**config.mk**
```make
export PLATFORM = sky130hd
export DESIGN_NAME = posit_encoder_pipe
export DESIGN_NICKNAME = d
export VERILOG_FILES = /design/src/rtl/posit_pkg.sv /design/src/rtl/posit_encoder_pipe_round.sv /design/src/rtl/posit_encoder_pipe.sv
export SDC_FILE = /design/constraint.sdc
export NUM_CORES = 1
export LEC_CHECK = 0
export CAP_MARGIN = 20
export CORE_MARGIN = 2
export CORE_UTILIZATION = 40
export DETAILED_ROUTE_END_ITERATION = 10
export DONT_BUFFER_PORTS = 1
export PLACE_DENSITY = 0.58
export SLEW_MARGIN = 20
export SYNTH_ARGS = -nofsm -noshare
export SYNTH_HDL_FRONTEND = slang
export SYNTH_SLANG_ARGS = --single-unit
```
**constraint.sdc**
```tcl
create_clock -name clk -period 3.6 [get_ports clk]
set_input_delay 0.36 -clock clk [delete_from_list [all_inputs] [get_ports clk]]
set_output_delay 0.36 -clock clk [all_outputs]
set_load 0.005 [all_outputs]
```
**src/rtl/posit_pkg.sv**
```systemverilog
// Shared posit constants: default format, derived scale width, saturation scales and special codes.
package posit_pkg;

    localparam int POSIT_N  = 8;
    localparam int POSIT_ES = 4;

    function automatic int scale_width(input int n, input int es);
        return $clog2((n - 2) * (2 ** (es + 2))) + 1;
    endfunction

    function automatic int max_scale(input int n, input int es);
        return (n - 2) * (2 ** es);
    endfunction

    localparam int POSIT_SW           = scale_width(POSIT_N, POSIT_ES);
    localparam int POSIT_MAXPOS_SCALE = max_scale(POSIT_N, POSIT_ES);
    localparam int POSIT_MINPOS_SCALE = -POSIT_MAXPOS_SCALE;

    localparam logic [POSIT_N-1:0] POSIT_NAR  = {1'b1, {(POSIT_N-1){1'b0}}};
    localparam logic [POSIT_N-1:0] POSIT_ZERO = '0;

endpackage

```
**src/rtl/posit_encoder_pipe_round.sv**
```systemverilog
// Round-to-nearest-even of an unsigned posit magnitude with guard/sticky, saturating at maxpos.
module posit_round #(
    parameter int M = 7
) (
    input  logic [M-1:0] mag,
    input  logic         guard,
    input  logic         sticky,
    output logic [M-1:0] rounded
);

    function automatic logic [M-1:0] rne(input logic [M-1:0] m, input logic g, input logic s);
        logic [M-1:0] r;
        r = m;
        // All-ones is maxpos; incrementing it would wrap into the NaR pattern.
        if (g && (s || m[0]) && !(&m)) r = m + 1'b1;
        return r;
    endfunction

    assign rounded = rne(mag, guard, sticky);

endmodule

```
**src/rtl/posit_encoder_pipe.sv**
```systemverilog
// Two-stage posit encoder: stage 1 builds regime/exponent/fraction bits, stage 2 rounds, signs and registers.
module posit_encoder_pipe
    import posit_pkg::*;
#(
    parameter int  N  = POSIT_N,
    parameter int  ES = POSIT_ES,
    parameter int  FW = 2 * N,
    localparam int SW = scale_width(N, ES)
) (
    input  logic                 clk,
    input  logic                 rst_n,
    input  logic                 in_valid,
    output logic                 in_ready,
    input  logic                 in_sign,
    input  logic signed [SW-1:0] in_scale,
    input  logic [FW-1:0]        in_frac,
    input  logic                 in_zero,
    input  logic                 in_nar,
    output logic                 out_valid,
    input  logic                 out_ready,
    output logic [N-1:0]         out_posit
);

    localparam int                   T        = N + ES + FW;
    localparam logic signed [SW-1:0] MAX_S    = SW'(max_scale(N, ES));
    localparam logic signed [SW-1:0] MIN_S    = -MAX_S;
    localparam logic [N-1:0]         NAR_CODE = {1'b1, {(N-1){1'b0}}};

    logic signed [SW-1:0] scale_c;
    logic signed [SW-1:0] k_c;
    logic [SW-1:0]        run_c;
    logic [SW-1:0]        shamt_c;
    logic                 fill_c;
    logic [T-1:0]         full_c;

    logic                 vld_p1;
    logic                 sign_p1;
    logic                 zero_p1;
    logic                 nar_p1;
    logic [N-2:0]         mag_p1;
    logic                 guard_p1;
    logic                 sticky_p1;

    logic [N-2:0]         rnd_c;
    logic [N-1:0]         posit_c;
    logic                 vld_p2;
    logic [N-1:0]         posit_p2;

    logic                 load_p1;
    logic                 load_p2;

    assign load_p2   = !vld_p2 || out_ready;
    assign in_ready  = !vld_p1 || load_p2;
    assign load_p1   = in_valid && in_ready;
    assign out_valid = vld_p2;
    assign out_posit = posit_p2;

    // Stage 1: clamp, regime run + exponent + fraction, keep N-1 bits with guard and sticky.
    always_comb begin
        scale_c = in_scale;
        if (in_scale > MAX_S) begin
            scale_c = MAX_S;
        end else if (in_scale < MIN_S) begin
            scale_c = MIN_S;
        end
        k_c     = scale_c >>> ES;
        fill_c  = !k_c[SW-1];
        run_c   = k_c[SW-1] ? SW'(-k_c) : SW'(k_c + 1);
        // Surplus run bits sit above the kept window and are shifted out.
        shamt_c = SW'(N - 1) - run_c;
        full_c  = {{(N-1){fill_c}}, !fill_c, scale_c[ES-1:0], in_frac} << shamt_c;
    end

    always_ff @(posedge clk or negedge rst_n) begin
        if (!rst_n) begin
            vld_p1 <= 1'b0;
        end else if (in_ready) begin
            vld_p1 <= in_valid;
        end
    end

    always_ff @(posedge clk) begin
        if (load_p1) begin
            sign_p1   <= in_sign;
            zero_p1   <= in_zero;
            nar_p1    <= in_nar;
            mag_p1    <= full_c[T-1 -: N-1];
            guard_p1  <= full_c[T-N];
            sticky_p1 <= |full_c[T-N-1:0];
        end
    end

    // Stage 2: round magnitude, apply sign and special codes, register output.
    posit_round #(
        .M (N - 1)
    ) u_round (
        .mag     (mag_p1),
        .guard   (guard_p1),
        .sticky  (sticky_p1),
        .rounded (rnd_c)
    );

    always_comb begin
        posit_c = sign_p1 ? -{1'b0, rnd_c} : {1'b0, rnd_c};
        if (zero_p1) posit_c = '0;
        if (nar_p1)  posit_c = NAR_CODE;
    end

    always_ff @(posedge clk or negedge rst_n) begin
        if (!rst_n) begin
            vld_p2   <= 1'b0;
            posit_p2 <= '0;
        end else if (load_p2) begin
            vld_p2 <= vld_p1;
            if (vld_p1) posit_p2 <= posit_c;
        end
    end

endmodule

```
==> out/metrics.sh <==
STATUS='finished clean'
FINALSETUPVIOLATIONS=0
MAX-CLOCK-PATH-BUFFERS=2
DESIGN.FINAL.NETS=355
HTREEDEPTH=1
WORSTHOLDPATHTYPE='in -> reg'
FRACTION_OF_REGISTERS_WITH_ASYNC_SET_OR_RESET_AFTER_SYNTHESIS_PCT=45.45
POWER.DENSITY_CELL_AREA_mW_PER_MM2=345.9
CRITICAL_PATH.MAX_STAGE_DELAY_NS=0.53
SYNTHESIS.AREA_SQ_MM=0.002571
VIAS_PER_CELL=6.010
NUM_ANTENNA_CELLS=0
GLOBALROUTEOVERFLOWTOTAL=0
SYNTHESIS.AREA_PER_INSTANCE_SQ_UM=8.657
ROOT_BUFFER='sky130_fd_sc_hd__clkbuf_8'
TIMING.CRITICAL_PATH.FROM_TYPE='input pin'
P_LEAK_nW=1.174
FILLCELLCOUNT=612
SETUP.WORST_PATH.CLASS='in -> reg'
FP-ROW-COUNT=29
AVGROUTEDWIREPERCELL_UM=16.75
PORTBUFFERS=0
YS_TOP_CELLS_BY_AREA='sky130_fd_sc_hd__edfxtp_1, sky130_fd_sc_hd__mux2i_1, sky130_fd_sc_hd__dfrtp_1'
FINAL_HPWL_FROM_DETAILED_PLACEMENT_UM=5247
SETUP_SLACK_NS=0.1691
HOLD_VIOL_FINAL=0
CTS_SETUP_BUFFERS=0
SHARE_OF_FINAL_LAYOUT_STANDARD_CELLS_STRONGER_THAN_DRIVE_STRENGTH_1_PCT=19.37
WORST_SLEW_PIN_SLEW_NS=0.6880
NUMCLOCKSINKS=22
FMAX_MHz=291.5
CRITICAL_PATH_CELL_LIST='or4_4, nor4_4, nor2_2, or3_1, inv_1, ha_1, nor2_1, nor3_1, a21oi_1, o211ai_1, buf_4, mux2i_1, mux4_2, nand4_1, o41ai_2, a21oi_1'
ROUTABILITYCONGESTION=0.8872
SYN_TO_LAYOUT_AREA_DELTA_PCT=12.46
PLACED_CELLS=387
GR-USAGE-ALL-LAYERS_PCT=18.67
CP_COMMON_CELL='sky130_fd_sc_hd__a21oi_1'
DRTPASS1ITERATIONS=5
COUNT_OF_UNRESOLVED_DRC_VIOLATIONS_AFTER_ROUTING=0
DIE_WIDTH_UM=84.18
YOSYS.AREA.TOP_TYPE_SHARE_PCT=14.01
SYNTHCELLS=297
DIE_HEIGHT_UM=84.18
WORST_SKEW_PAIR.LATE_LATENCY_NS=0.26
FLOORPLAN.INITIALDENSITY_PCT=40.96
DRTANTENNAVIOLNETS=0
FINAL_CELL_COUNT_NO_FILL=392
TRITONCTS.NUM_BUFFERS=3
SEQ_AREA_FRAC_SYNTH_PCT=23.75
CRITPATHTOPFAMILY='simple AND/OR/NAND/NOR gates'
CP_DATA_ARRIVAL_TIME_NS=3.45
ROUTED_WL_UM=6565
WIRE_LENGTH_OF_THE_FIRST_GLOBAL_ROUTING_PASS_UM=10940
SYNTH_SEQ_CELLS=22
DRT_FIRST_ITER_VIOLATIONS=147
SYNTH_EDF_COUNT=12
YOSYSWARNINGS=0
WORST-PATH-BUF-INV=2
LEADING_CELL_TYPE_IN_THE_LAYOUT_FILL_AND_TAPS_EXCLUDED='sky130_fd_sc_hd__nand2_1'
PRE_CTS_SLACK_NS=-0.1271
INITIAL_ANTENNA_VIOLATION_COUNT=0
SYNTH.DISTINCT_CELLS=63
TRITONCTS='yes'
FIN_CRIT_SH_PCT=95.30
LEADING_REGISTER_CELL_TYPE_OUT_OF_SYNTHESIS='sky130_fd_sc_hd__edfxtp_1'
FINAL_MAX_SLEW_VIOL_COUNT=0
MAXCAPVIOLCOUNT=0
DIEAREA_SQ_MM=0.007085
CRITPATHCAPTURETYPE='flop'
FLOORPLAN.IO_PINS=43
CRITICAL_PATH_PEAK_FANOUT=8
GRT_START_MAX_NET_PINS=18
SLEW_HEADROOM_PCT=53.53
PERIOD_MINUS_SLACK_NS=3.431
MOSTFREQUENTLAYOUTCELLS='sky130_fd_sc_hd__nand2_1, sky130_fd_sc_hd__buf_4, sky130_fd_sc_hd__mux2i_1, sky130_fd_sc_hd__nor2_1, sky130_fd_sc_hd__o21ai_0'
VDD_DROP_MAX_V=0.0002097
SYNTHDOMINANTAREACELLTYPE='sky130_fd_sc_hd__edfxtp_1'
GRT_SETUP_UNREPAIRED='yes'
FIRST_GLOBAL_VIAS=2233
WORST_EP_REQUIRED_TIME_NS=3.62
FINALCLOCKSKEW_NS=0.001409
CLKSLEWWORSTSETUPHOLDPATHS_NS=0.08
MAPPEDNETLISTNETS=336
DR_TOTAL_VIAS=2356
CP_SLOWEST_CELL='sky130_fd_sc_hd__or4_4'
CORE_AREA_SQ_MM=0.006277
==> layer usage <==
layer	global-route usage, %	wire length, um	vias up
li1	-	-	1164
met1	25.57	3032	1124
met2	30.95	3138	60
met3	3.147	307	8
met4	4.252	87	0
met5	0	0	-
==> cell families after synthesis <==
group,share of synthesized area [%]
AOI/OAI and AO/OA,21.46
xor gates and xnor gates,3.747
adders and majority gates,3.309
buffers and inverters,7.056
DFF,23.75
muxes,19.12
and+or+nand+nor,21.56
==> repair_timing <==
item                                   in CTS  in global routing
hold buffers                                1                  0
setup endpoints to repair                   0                  2
gates resized for setup                     0                  3
endpoints found under the hold margin      10                  0
==> registers in the layout (all words and copies together) (netlist names) <==
signal and cells:
out_valid 1, sticky_p1 1, mag_p1 7, vld_p1 1, sign_p1 1, nar_p1 1, guard_p1 1, zero_p1 1
out_posit 8
==> report_power, final <==
part | leakage (nW) | switching, mW | total, mW | internal (mW)
Clock | 0.0339 | 0.0814 | 0.202 | 0.121
Combinational | 0.893 | 0.243 | 0.476 | 0.233
Sequential | 0.247 | 0.0237 | 0.322 | 0.299
==> Yosys cell counts (all sizes together) (3+ instances only) <==
master,n
a211oi,5
a21oi,10
a22o,6
a31oi,3
a32oi,3
and2,4
buf,10
clkbuf,9
dfrtp,10
edfxtp,12
ha,6
inv,8
mux2,4
mux2i,30
mux4,6
nand2,41
nand2b,7
nand3,6
nand4,7
nor2,21
nor2b,7
nor3,7
nor4,3
o21a,5
o21ai,16
o311ai,4
o41ai,5
xnor2,10
==> layout make-up <==
cell class | instances | area [sq um] | area share (%)
inverter | 9 | 35.03 | 1.212
sequential | 22 | 610.6 | 21.12
multi-input combinational | 247 | 1821 | 62.96
clock buffer | 4 | 66.31 | 2.293
timing repair buffer | 33 | 262.8 | 9.087
tap | 77 | 96.34 | 3.332
==> through the flow <==
step | instance area [sq um] | util (%) | hold slack (ns) | total power [mW] | setup TNS (ns)
2_1_floorplan | 2597 | - | 0.06441 | 0.6768 | -0.1998
5_1_grt | 2892 | 46.06 | 0.1737 | 1.072 | -0.02396
3_5_place_dp | 2799 | 44.59 | 0.06462 | 0.7930 | -0.2975
4_1_cts | 2875 | 45.80 | 0.1802 | 1.001 | 0
3_3_place_gp | 2799 | 44.59 | 0.06460 | 0.7887 | -0.1418
6_report | 2892 | 46.06 | 0.1879 | 1.000 | 0
==> worst paths after layout <==
path | startpoint | to | slack (ns) | cells after the start
min in group asynchronous | rst_n | out_posit[4]$_DFFE_PN0P_ | 0.46 | 1
hold / removal | in_zero | zero_p1$_DFFE_PP_ | 0.19 | 0
setup / recovery | in_scale[8] | sticky_p1$_DFFE_PP_ | 0.17 | 16
max in group asynchronous | rst_n | out_posit[0]$_DFFE_PN0P_ | 2.85 | 1
hold reg to reg | vld_p1$_DFFE_PN0N_ | out_valid$_DFFE_PN0P_ | 0.50 | 1
setup reg to reg | mag_p1[0]$_SDFFCE_PN0P_ | out_posit[6]$_DFFE_PN0P_ | 0.75 | 9
Power figures use the tool's default switching activity.
